[config.mk]
export PLATFORM = sky130hd
export DESIGN_NAME = persiana_actuador
export DESIGN_NICKNAME = d
export VERILOG_FILES = /design/src/rtl/persiana_actuador.sv
export SDC_FILE = /design/constraint.sdc
export NUM_CORES = 1
export LEC_CHECK = 0
export ABC_CLOCK_PERIOD_IN_PS = 3700
export CAP_MARGIN = 40
export CORE_MARGIN = 3
export CORE_UTILIZATION = 45
export DETAILED_ROUTE_END_ITERATION = 16
export GPL_TIMING_DRIVEN = 0
export SYNTH_ARGS = -nofsm -noshare
export SYNTH_HDL_FRONTEND = slang
export SYNTH_SLANG_ARGS = --single-unit
[constraint.sdc]
create_clock -name reloj -period 3.7 [get_ports reloj]
set_input_delay 0.37 -clock reloj [delete_from_list [all_inputs] [get_ports reloj]]
set_output_delay 0.37 -clock reloj [all_outputs]
set_load 0.1 [all_outputs]
[src/rtl/persiana_actuador.sv]
// Blind motor actuator: turns the closed/half/open command into timed up/down motor drive
// with dead time before every start or reversal, limit-switch recalibration and a sticky fault.
module persiana_actuador #(
    parameter int POS_W     = 8,
    parameter int POS_MAX   = 200,
    parameter int POS_MEDIO = 100,
    parameter int DIV       = 1000,
    parameter int DEAD      = 16
) (
    input  logic             reloj,
    input  logic             reset,
    input  logic [1:0]       P,
    input  logic             fin_arriba,
    input  logic             fin_abajo,
    output logic             motor_sube,
    output logic             motor_baja,
    output logic [POS_W-1:0] posicion,
    output logic             en_movimiento,
    output logic             en_destino,
    output logic             falla
);

    localparam int PRE_W = (DIV > 1) ? $clog2(DIV) : 1;
    localparam int MUE_W = (DEAD > 1) ? $clog2(DEAD) : 1;
    localparam logic [PRE_W-1:0] PRE_ULT = PRE_W'(DIV - 1);
    localparam logic [MUE_W-1:0] MUE_ULT = MUE_W'(DEAD - 1);
    localparam logic [POS_W-1:0] L_MAX   = POS_W'(POS_MAX);
    localparam logic [POS_W-1:0] L_MEDIO = POS_W'(POS_MEDIO);

    typedef enum logic [1:0] {
        REPOSO = 2'd0,
        PAUSA  = 2'd1,
        SUBE   = 2'd2,
        BAJA   = 2'd3
    } estado_t;

    estado_t          r_estado,   w_estado;
    logic [POS_W-1:0] r_objetivo, w_objetivo;
    logic [POS_W-1:0] r_posicion, w_posicion;
    logic [PRE_W-1:0] r_presc,    w_presc;
    logic [MUE_W-1:0] r_muerto,   w_muerto;
    logic             r_dir,      w_dir;      // 1 = up
    logic             r_falla,    w_falla;

    logic             w_mayor, w_menor, w_igual;
    logic [POS_W-1:0] w_pos_mas, w_pos_menos;

    assign w_mayor     = (r_objetivo > r_posicion);
    assign w_menor     = (r_objetivo < r_posicion);
    assign w_igual     = (r_objetivo == r_posicion);
    assign w_pos_mas   = (r_posicion >= L_MAX) ? L_MAX : r_posicion + 1'b1;
    assign w_pos_menos = (r_posicion == '0) ? '0 : r_posicion - 1'b1;

    always_comb begin
        // NOTE: every next-state variable gets its hold value first so no path infers a latch.
        w_estado   = r_estado;
        w_objetivo = r_objetivo;
        w_posicion = r_posicion;
        w_presc    = r_presc;
        w_muerto   = r_muerto;
        w_dir      = r_dir;
        w_falla    = r_falla;

        case (P)
            2'b00:   w_objetivo = '0;
            2'b01:   w_objetivo = L_MEDIO;
            2'b10:   w_objetivo = L_MAX;
            default: w_objetivo = r_objetivo;
        endcase

        if (fin_arriba && fin_abajo) begin
            w_falla  = 1'b1;
            w_estado = REPOSO;
        end else begin
            case (r_estado)
                REPOSO: begin
                    if (!r_falla && !w_igual) begin
                        w_estado = PAUSA;
                        w_dir    = w_mayor;
                        w_muerto = '0;
                    end
                end
                PAUSA: begin
                    if (w_igual) begin
                        w_estado = REPOSO;
                    end else if (r_dir != w_mayor) begin
                        w_dir    = w_mayor;
                        w_muerto = '0;
                    end else if (r_muerto == MUE_ULT) begin
                        // Partial steps from an earlier run are discarded on every start.
                        w_estado = r_dir ? SUBE : BAJA;
                        w_presc  = '0;
                    end else begin
                        w_muerto = r_muerto + 1'b1;
                    end
                end
                SUBE: begin
                    if (fin_arriba) begin
                        w_posicion = L_MAX;
                        w_estado   = REPOSO;
                    end else if (w_menor) begin
                        w_estado = PAUSA;
                        w_dir    = 1'b0;
                        w_muerto = '0;
                    end else if (w_igual) begin
                        w_estado = REPOSO;
                    end else if (r_presc == PRE_ULT) begin
                        w_presc    = '0;
                        w_posicion = w_pos_mas;
                        if (w_pos_mas == r_objetivo)
                            w_estado = REPOSO;
                    end else begin
                        w_presc = r_presc + 1'b1;
                    end
                end
                BAJA: begin
                    if (fin_abajo) begin
                        w_posicion = '0;
                        w_estado   = REPOSO;
                    end else if (w_mayor) begin
                        w_estado = PAUSA;
                        w_dir    = 1'b1;
                        w_muerto = '0;
                    end else if (w_igual) begin
                        w_estado = REPOSO;
                    end else if (r_presc == PRE_ULT) begin
                        w_presc    = '0;
                        w_posicion = w_pos_menos;
                        if (w_pos_menos == r_objetivo)
                            w_estado = REPOSO;
                    end else begin
                        w_presc = r_presc + 1'b1;
                    end
                end
                default: w_estado = REPOSO;
            endcase
        end
    end

    // NOTE: sequential state uses non-blocking assignments so all registers update together.
    always_ff @(posedge reloj or negedge reset) begin
        if (!reset) begin
            r_estado   <= REPOSO;
            r_objetivo <= '0;
            r_posicion <= '0;
            r_presc    <= '0;
            r_muerto   <= '0;
            r_dir      <= 1'b0;
            r_falla    <= 1'b0;
        end else begin
            r_estado   <= w_estado;
            r_objetivo <= w_objetivo;
            r_posicion <= w_posicion;
            r_presc    <= w_presc;
            r_muerto   <= w_muerto;
            r_dir      <= w_dir;
            r_falla    <= w_falla;
        end
    end

    assign motor_sube    = (r_estado == SUBE);
    assign motor_baja    = (r_estado == BAJA);
    assign en_movimiento = (r_estado == SUBE) || (r_estado == BAJA);
    assign en_destino    = (r_estado == REPOSO) && w_igual;
    assign posicion      = r_posicion;
    assign falla         = r_falla;

endmodule

==> summary by stage <==
Run status
The flow ran to the end, and the final reports show no timing, DRC or antenna violations.

Timing
The aggregate negative setup slack is 0 ps. The transition time of the tightest slew-check pin is 801 ps. Setup violations remaining at the end of the flow were counted as 0. The final period demand of the worst path is 3360 ps. Setup repair after global routing left no endpoint under its margin. The share of the cycle needed by the critical path after routing is 90.7%.

The number of pins with negative max-slew slack in the final report was 0. The top achievable clock speed is 298 MHz. Headroom to the max-slew limit came out at 46.5%.

The number of hold violations in the final report is 0. The final setup skew is 7.40 ps.

Yosys
The mux share of post-synthesis cell area is 3.38%. Summing the areas of all compound-gate instances in the mapped netlist gives 28.9% of the synthesized area. The most frequently used flop master after synthesis is dfrtp_1. The post-synthesis instance area is 2480 um2. Counting distinct cell types in the post-synthesis netlist gives 65. The average footprint of a synthesized cell is 8.18 um2.

The share of flip-flops with an asynchronous set or reset after synthesis is 100%. The post-synthesis instance total is 303. The simple-gate share of the synthesized area is 23.7%. Of the synthesized area, sequential elements account for 29.3%. Sorting the synthesized cells by area gives the leading types as dfrtp_1 29%, ha_1 6.6%, o21ai_0 4.0%. Counting every net in the synthesized netlist gives 322. The synthesized design contains 29 register bits. The biggest area contributor in the post-synthesis netlist is dfrtp_1.

Yosys printed 0 warnings. The main combinational cell family by area after synthesis is compound AO/OA/AOI/OAI gates. Summing the areas of all xor and xnor instances in the mapped netlist gives 2.83% of the synthesized area. The proportion of netlist area held by the largest area contributor is 29.3%.

Of the total synthesized cell area, the portion taken by full adders, half adders and majority gates is 6.56%. The number of enable flip-flop cells after synthesis is 0.

Floorplan
Pin placement for this block handled 19 I/O pins. The starting density of the core is 47.6%. The row count is 26.

The die height is 80.2 um. The area of the placeable core is 5200 um2. The horizontal extent of the die is 80.2 um.

The die outline area is 6440 um2.

Power and ir drop
The power density normalized to cell area is 752 nW/um2. IR analysis of the VDD net gives a maximum drop of 0.000463 V. The post-layout total power is 2.35 mW. The leakage power is 1.31 nW.

Clock network
The clock tree root buffer cell is clkbuf_8. The tree built by TritonCTS fans out to 29 sinks. The clock insertion delay at the later pin of the skew report is 290 ps. Clock-pin slew was measured on the worst setup and hold paths at 70 ps. The H-tree depth is 2. After clock tree synthesis, the setup repair step added 0 buffers. For this design, the CTS-stage hold fixing added 0 buffers. The number of CTS-inserted buffers is 5. Gates resized during post-CTS repair numbered 0. The maximum clock path buffer count is 2. TritonCTS built the clock tree.

GRT
Entering global routing, the biggest net connects 16 pins. The overall routing resource usage is 22.3%. The number of global-route vias before repair is 2,408. The number of antenna violations at the first check in global routing is 0. The final global-route overflow total is 0. The global-route wire length before repair is 11.4 mm.

Critical path
The launching element type of the critical path is a register. The category of the most critical setup path is reg -> reg. Among the stages of the critical path, the cell type that occurs most often is a21o_1. STA puts the critical path data required time at 3890 ps.

Traced cell by cell, the critical path runs through clkbuf_1, clkbuf_2, inv_1, ha_1, a21o_1, a21o_1, a21o_1, or3_1, nand3b_1, clkbuf_1, o21ai_1, o31ai_1. The number of buffer and inverter stages on the critical path is 4. The critical path endpoint category is a register. The slowest cell on the critical path is clkbuf_1. Grouping stages by cell kind, the critical path spends the most delay in buffers and inverters.

In this run the critical register-to-register path is launched from posicion[2]$_DFFE_PN0P_. In this run the register-to-register setup slack is 340 ps. The endpoint of the lowest-slack register-to-register path is posicion[5]$_DFFE_PN0P_.

The number of cells on the worst reg-to-reg path is 12. The maximum fanout count along the critical path is 10. The data arrival at the endpoint of the critical path is 3540 ps. For this run, the slowest stage of the critical path takes 410 ps.

Routing
The initial DRC count is 125. For this block, the routed nets add up to 6.61 mm of wire. The first TritonRoute pass finished after 4 iterations. For this run, design rule violations remaining after detail routing come to 0.

The detail route stage leaves a number of antenna-violating nets equal to 0. The via count is 2,404. The vias per cell is 5.83. In the final routed layout, each cell accounts on average for 16.0 um.

Placement
Input and output buffers added on the ports amount to 18. The half-perimeter wire length of the detailed placement result is 4.97 mm. The last weighted congestion value of the routability-driven placer is 0.886.

Worst hold path
Along the worst hold path, the cell count comes to 1. The end point of the worst hold path is r_presc[6]$_DFFE_PN0P_. In this run the most critical hold path is launched from r_presc[6]$_DFFE_PN0P_. The type of the tightest min-delay check is reg -> reg.

Job
The max-capacitance violation count is 0.

Cells and area
In the final layout, the share of cells above drive strength 1 is 13.5%. The filler cells instantiated in the layout total 481. The number of diodes added for antenna fixing is 0. The net count of the finished layout is 360. From synthesis to final layout, the design area changed by 25.8%.
-- routing by layer --
layer	track usage, %	routed length [um]	vias up
li1	-	-	1219
met1	29.1	3130	1118
met2	36.8	3070	60
met3	5.61	329	7
met4	5.74	73	0
met5	0	0	-
-- placed cells by master, fill, tap and decap left out, drive strengths merged, types with 4 or more instances in the layout --
cell type and instances:
nand3 16, and3 7, clkbuf 15, a31oi 9
inv 15, nand4 4, dfrtp 29, nand2b 8
o21ai 39, nor2 20, buf 20, a21o 7
mux2i 5, xnor2 7, clkdlybuf4s50 18, a21oi 11
nor3 7, nand2 21, o31ai 7, ha 13
or3 6
-- how the worst max path moves through the flow --
stage / startpoint / to / slack [ps] / depth (start not counted)
after floorplan: posicion[7]$_DFFE_PN0P_ / r_presc[9]$_DFFE_PN0P_ / 120 / 11
after global placement: posicion[2]$_DFFE_PN0P_ / r_muerto[0]$_DFFE_PN0P_ / 70 / 11
after detailed placement: posicion[2]$_DFFE_PN0P_ / r_muerto[0]$_DFFE_PN0P_ / 90 / 11
after CTS: posicion[2]$_DFFE_PN0P_ / r_muerto[0]$_DFFE_PN0P_ / 80 / 11
after global routing: posicion[2]$_DFFE_PN0P_ / posicion[2]$_DFFE_PN0P_ / 100 / 12
final: posicion[2]$_DFFE_PN0P_ / posicion[5]$_DFFE_PN0P_ / 340 / 12
-- report_power, final --
part | leakage, nW | switching [mW] | internal (mW)
logic | 0.871 | 0.909 | 0.554
registers | 0.374 | 0.101 | 0.384
clock network | 0.0681 | 0.131 | 0.267
-- logic make-up (layout without fill, tap and decap cells) --
logic type,Yosys count,in the layout
adder cells (fa/ha/maj),13,13
AND/OR/NAND/NOR,108,108
AO/OA/AOI/OAI,105,105
XOR/XNOR,8,8
buffers and inverters,32,71
flip-flops,29,29
multiplexers,8,8
-- area by class of cell --
cell class | count | area [um2] | share of cell area, %
Buffer | 16 | 75.1 | 2.41
Clock buffer | 5 | 68.8 | 2.21
Clock inverter | 3 | 65.1 | 2.09
Inverter | 15 | 56.3 | 1.80
Multi-Input combinational cell | 242 | 1640 | 52.5
Sequential cell | 29 | 727 | 23.3
Tap cell | 70 | 87.6 | 2.81
Timing Repair Buffer | 32 | 403 | 12.9
-- cell usage after synthesis (3+ instances only) --
master,instances
a21o_1,7
nand4_1,4
nor2_1,19
nor3_1,7
o21ai_0,20
a21oi_1,11
and3_1,7
clkbuf_1,11
nand2_1,21
inv_1,14
o31ai_1,7
dfrtp_1,29
or3_1,6
mux2_2,3
mux2i_1,5
xnor2_1,7
nand3_1,16
buf_2,5
ha_1,13
nand2b_1,8
a211oi_1,3
a31oi_1,9
o21ai_1,19
o21a_1,3
-- sequential cells by signal (all words and copies together), names as in the netlist --
| name | flops |
|---|---|
| r_presc | 10 |
| posicion | 8 |
| r_muerto | 4 |
| r_objetivo | 3 |
| r_estado | 2 |
| falla | 1 |
| r_dir | 1 |
-- stage by stage --
step           hold WS [ps]  std cells  worst slack [ps]  instance area (um2)  util [%]
6_report                497        412               345                 3120      60.0
5_1_grt                 543        412              96.9                 3120      60.0
4_1_cts                 500        413              75.7                 3120      59.9
3_5_place_dp            488        405              92.5                 2980      57.3
3_3_place_gp            488        391              66.9                 2760      53.0
2_1_floorplan          74.4        303               117                 2490         -
(Power assumes the default switching activity.)
==> patch (same settings) <==
The 4 values of `estado_t` get a Gray code encoding in 2 bits.
--- a/src/rtl/persiana_actuador.sv
+++ b/src/rtl/persiana_actuador.sv
@@ -28,10 +28,10 @@
     localparam logic [POS_W-1:0] L_MEDIO = POS_W'(POS_MEDIO);
 
     typedef enum logic [1:0] {
-        REPOSO = 2'd0,
-        PAUSA  = 2'd1,
-        SUBE   = 2'd2,
-        BAJA   = 2'd3
+        REPOSO = 2'b00,
+        PAUSA  = 2'b01,
+        SUBE   = 2'b11,
+        BAJA   = 2'b10
     } estado_t;
 
     estado_t          r_estado,   w_estado;
Function: no difference found for any inputs over 10 cycles, from zero or initial values and one cycle with reset low; not proved beyond that.
==> patch against the original RTL <==
Synthesized area grew 1.1%; sequential cell count unchanged; highest routed layer unchanged; power shrank 2.1%; worst hold slack lost 390 ps; critical path type is now flip-flop to primary output; setup slack got worse by 92 ps; routed wire length increased by 2.7%; design area fell by 0.52%.
==> patch: results (changes against the original RTL) <==
Status - complete, no violations
Detail Placement HPWL - 5070 µm (+2.0%)
RePlAce Congestion - 0.941 (+6.2%)
Syn_nets - 334 (+3.7%)
Met2 usage - 32.3% (-4.5 points)
P_sw - 1.17 mW (+2.4%)
Post-synthesis mux area share - 3.34% (-0.037 points)
Clk_skew - 6.40 ps (-1.00 ps)
Largest net degree at the start of global routing - 30 (+14)
Met3 WL - 434 µm (+32%)
Internal power - 1.13 mW (-6.4%)
Final Instance Count excl. Fillers - 425 (+3.2%)
Grt met1 use - 34.2% (+5.2 points)
Compound-Gate Fraction of Synth Area - 29.4% (+0.53 points)
Worst hold slack - 107 ps (-390 ps)
Worst Hold Class - input pin to async pin
Vias/cell - 6.08 (+4.1%)
Vias in the first global route - 2427 (+0.79%)
Drt pass-1 iters - 5 (+1)
Pre-CTS setup slack - 406 ps (+314 ps)
Nets@finish - 373 (+3.6%)
CP startpoint - posicion[7]$_DFFE_PN0P_
Synth top area cells - dfrtp_1 29%, ha_1 6.5%, o21ai_0 6.2%
CP max stage cell - clkdlybuf4s50_1
Slowest stage delay, CP - 530 ps (+120 ps)
Min cycle time layout - 3450 ps (+92.0 ps)
Peak supply drop - 0.646 mV (+40%)
GRT Resource Usage Total - 23.0% (+0.69 points)
Post-Route M1 WL - 3390 µm (+8.1%)
Seq/Total Area, Yosys - 28.9% (-0.32 points)
DP Cell Count - 417 (+3.0%)
P_leak - 1.28 nW (-2.8%)
First-pass GRT wire length - 11700 µm (+3.0%)
Layout cells sized above 1 - 13.2% (-0.21 points)
Post-synthesis xor/xnor area fraction - 2.10% (-0.73 points)
Iteration-0 DRC count of the detailed router - 231 (+85%)
Flop2flop setup slack - 300 ps (-40 ps)
Slew @ Worst Pin - 840 ps (+39.3 ps)
Routed length per placed instance - 16.0 µm (-0.43%)
==> patch: cell types whose count changed in the layout (fill, tap and decap cells not counted), moves of 3 or more <==
| cell | delta |
|---|---|
| a211oi_1 | +5 |
| inv_1 | +4 |
| nor2_1 | +8 |
| o21ai_1 | -19 |
| o211ai_1 | +4 |
| nand3_1 | -3 |
| xnor2_1 | -3 |
| nor4_1 | +3 |
| a21oi_1 | +5 |
| o21ai_0 | +11 |
| a21o_1 | -3 |
==> patch: final cells by class <==
cell class | instances | area [µm²]
Multi-Input combinational cell | 249 | 1630
Timing Repair Buffer | 32 | 382
Tap cell | 70 | 87.6
Clock buffer | 7 | 86.3
Buffer | 19 | 92.6
Clock inverter | 1 | 30.0
Sequential cell | 29 | 726
Fill cell | 475 | 2130
Inverter | 18 | 67.6
==> patch: cells by family after synthesis <==
kind of cell    after synthesis
compound gates              109
simple gates                113
xor+xnor                      6
buf+inv                      37
flops                        29
fa+ha+maj                    13
mux                           8
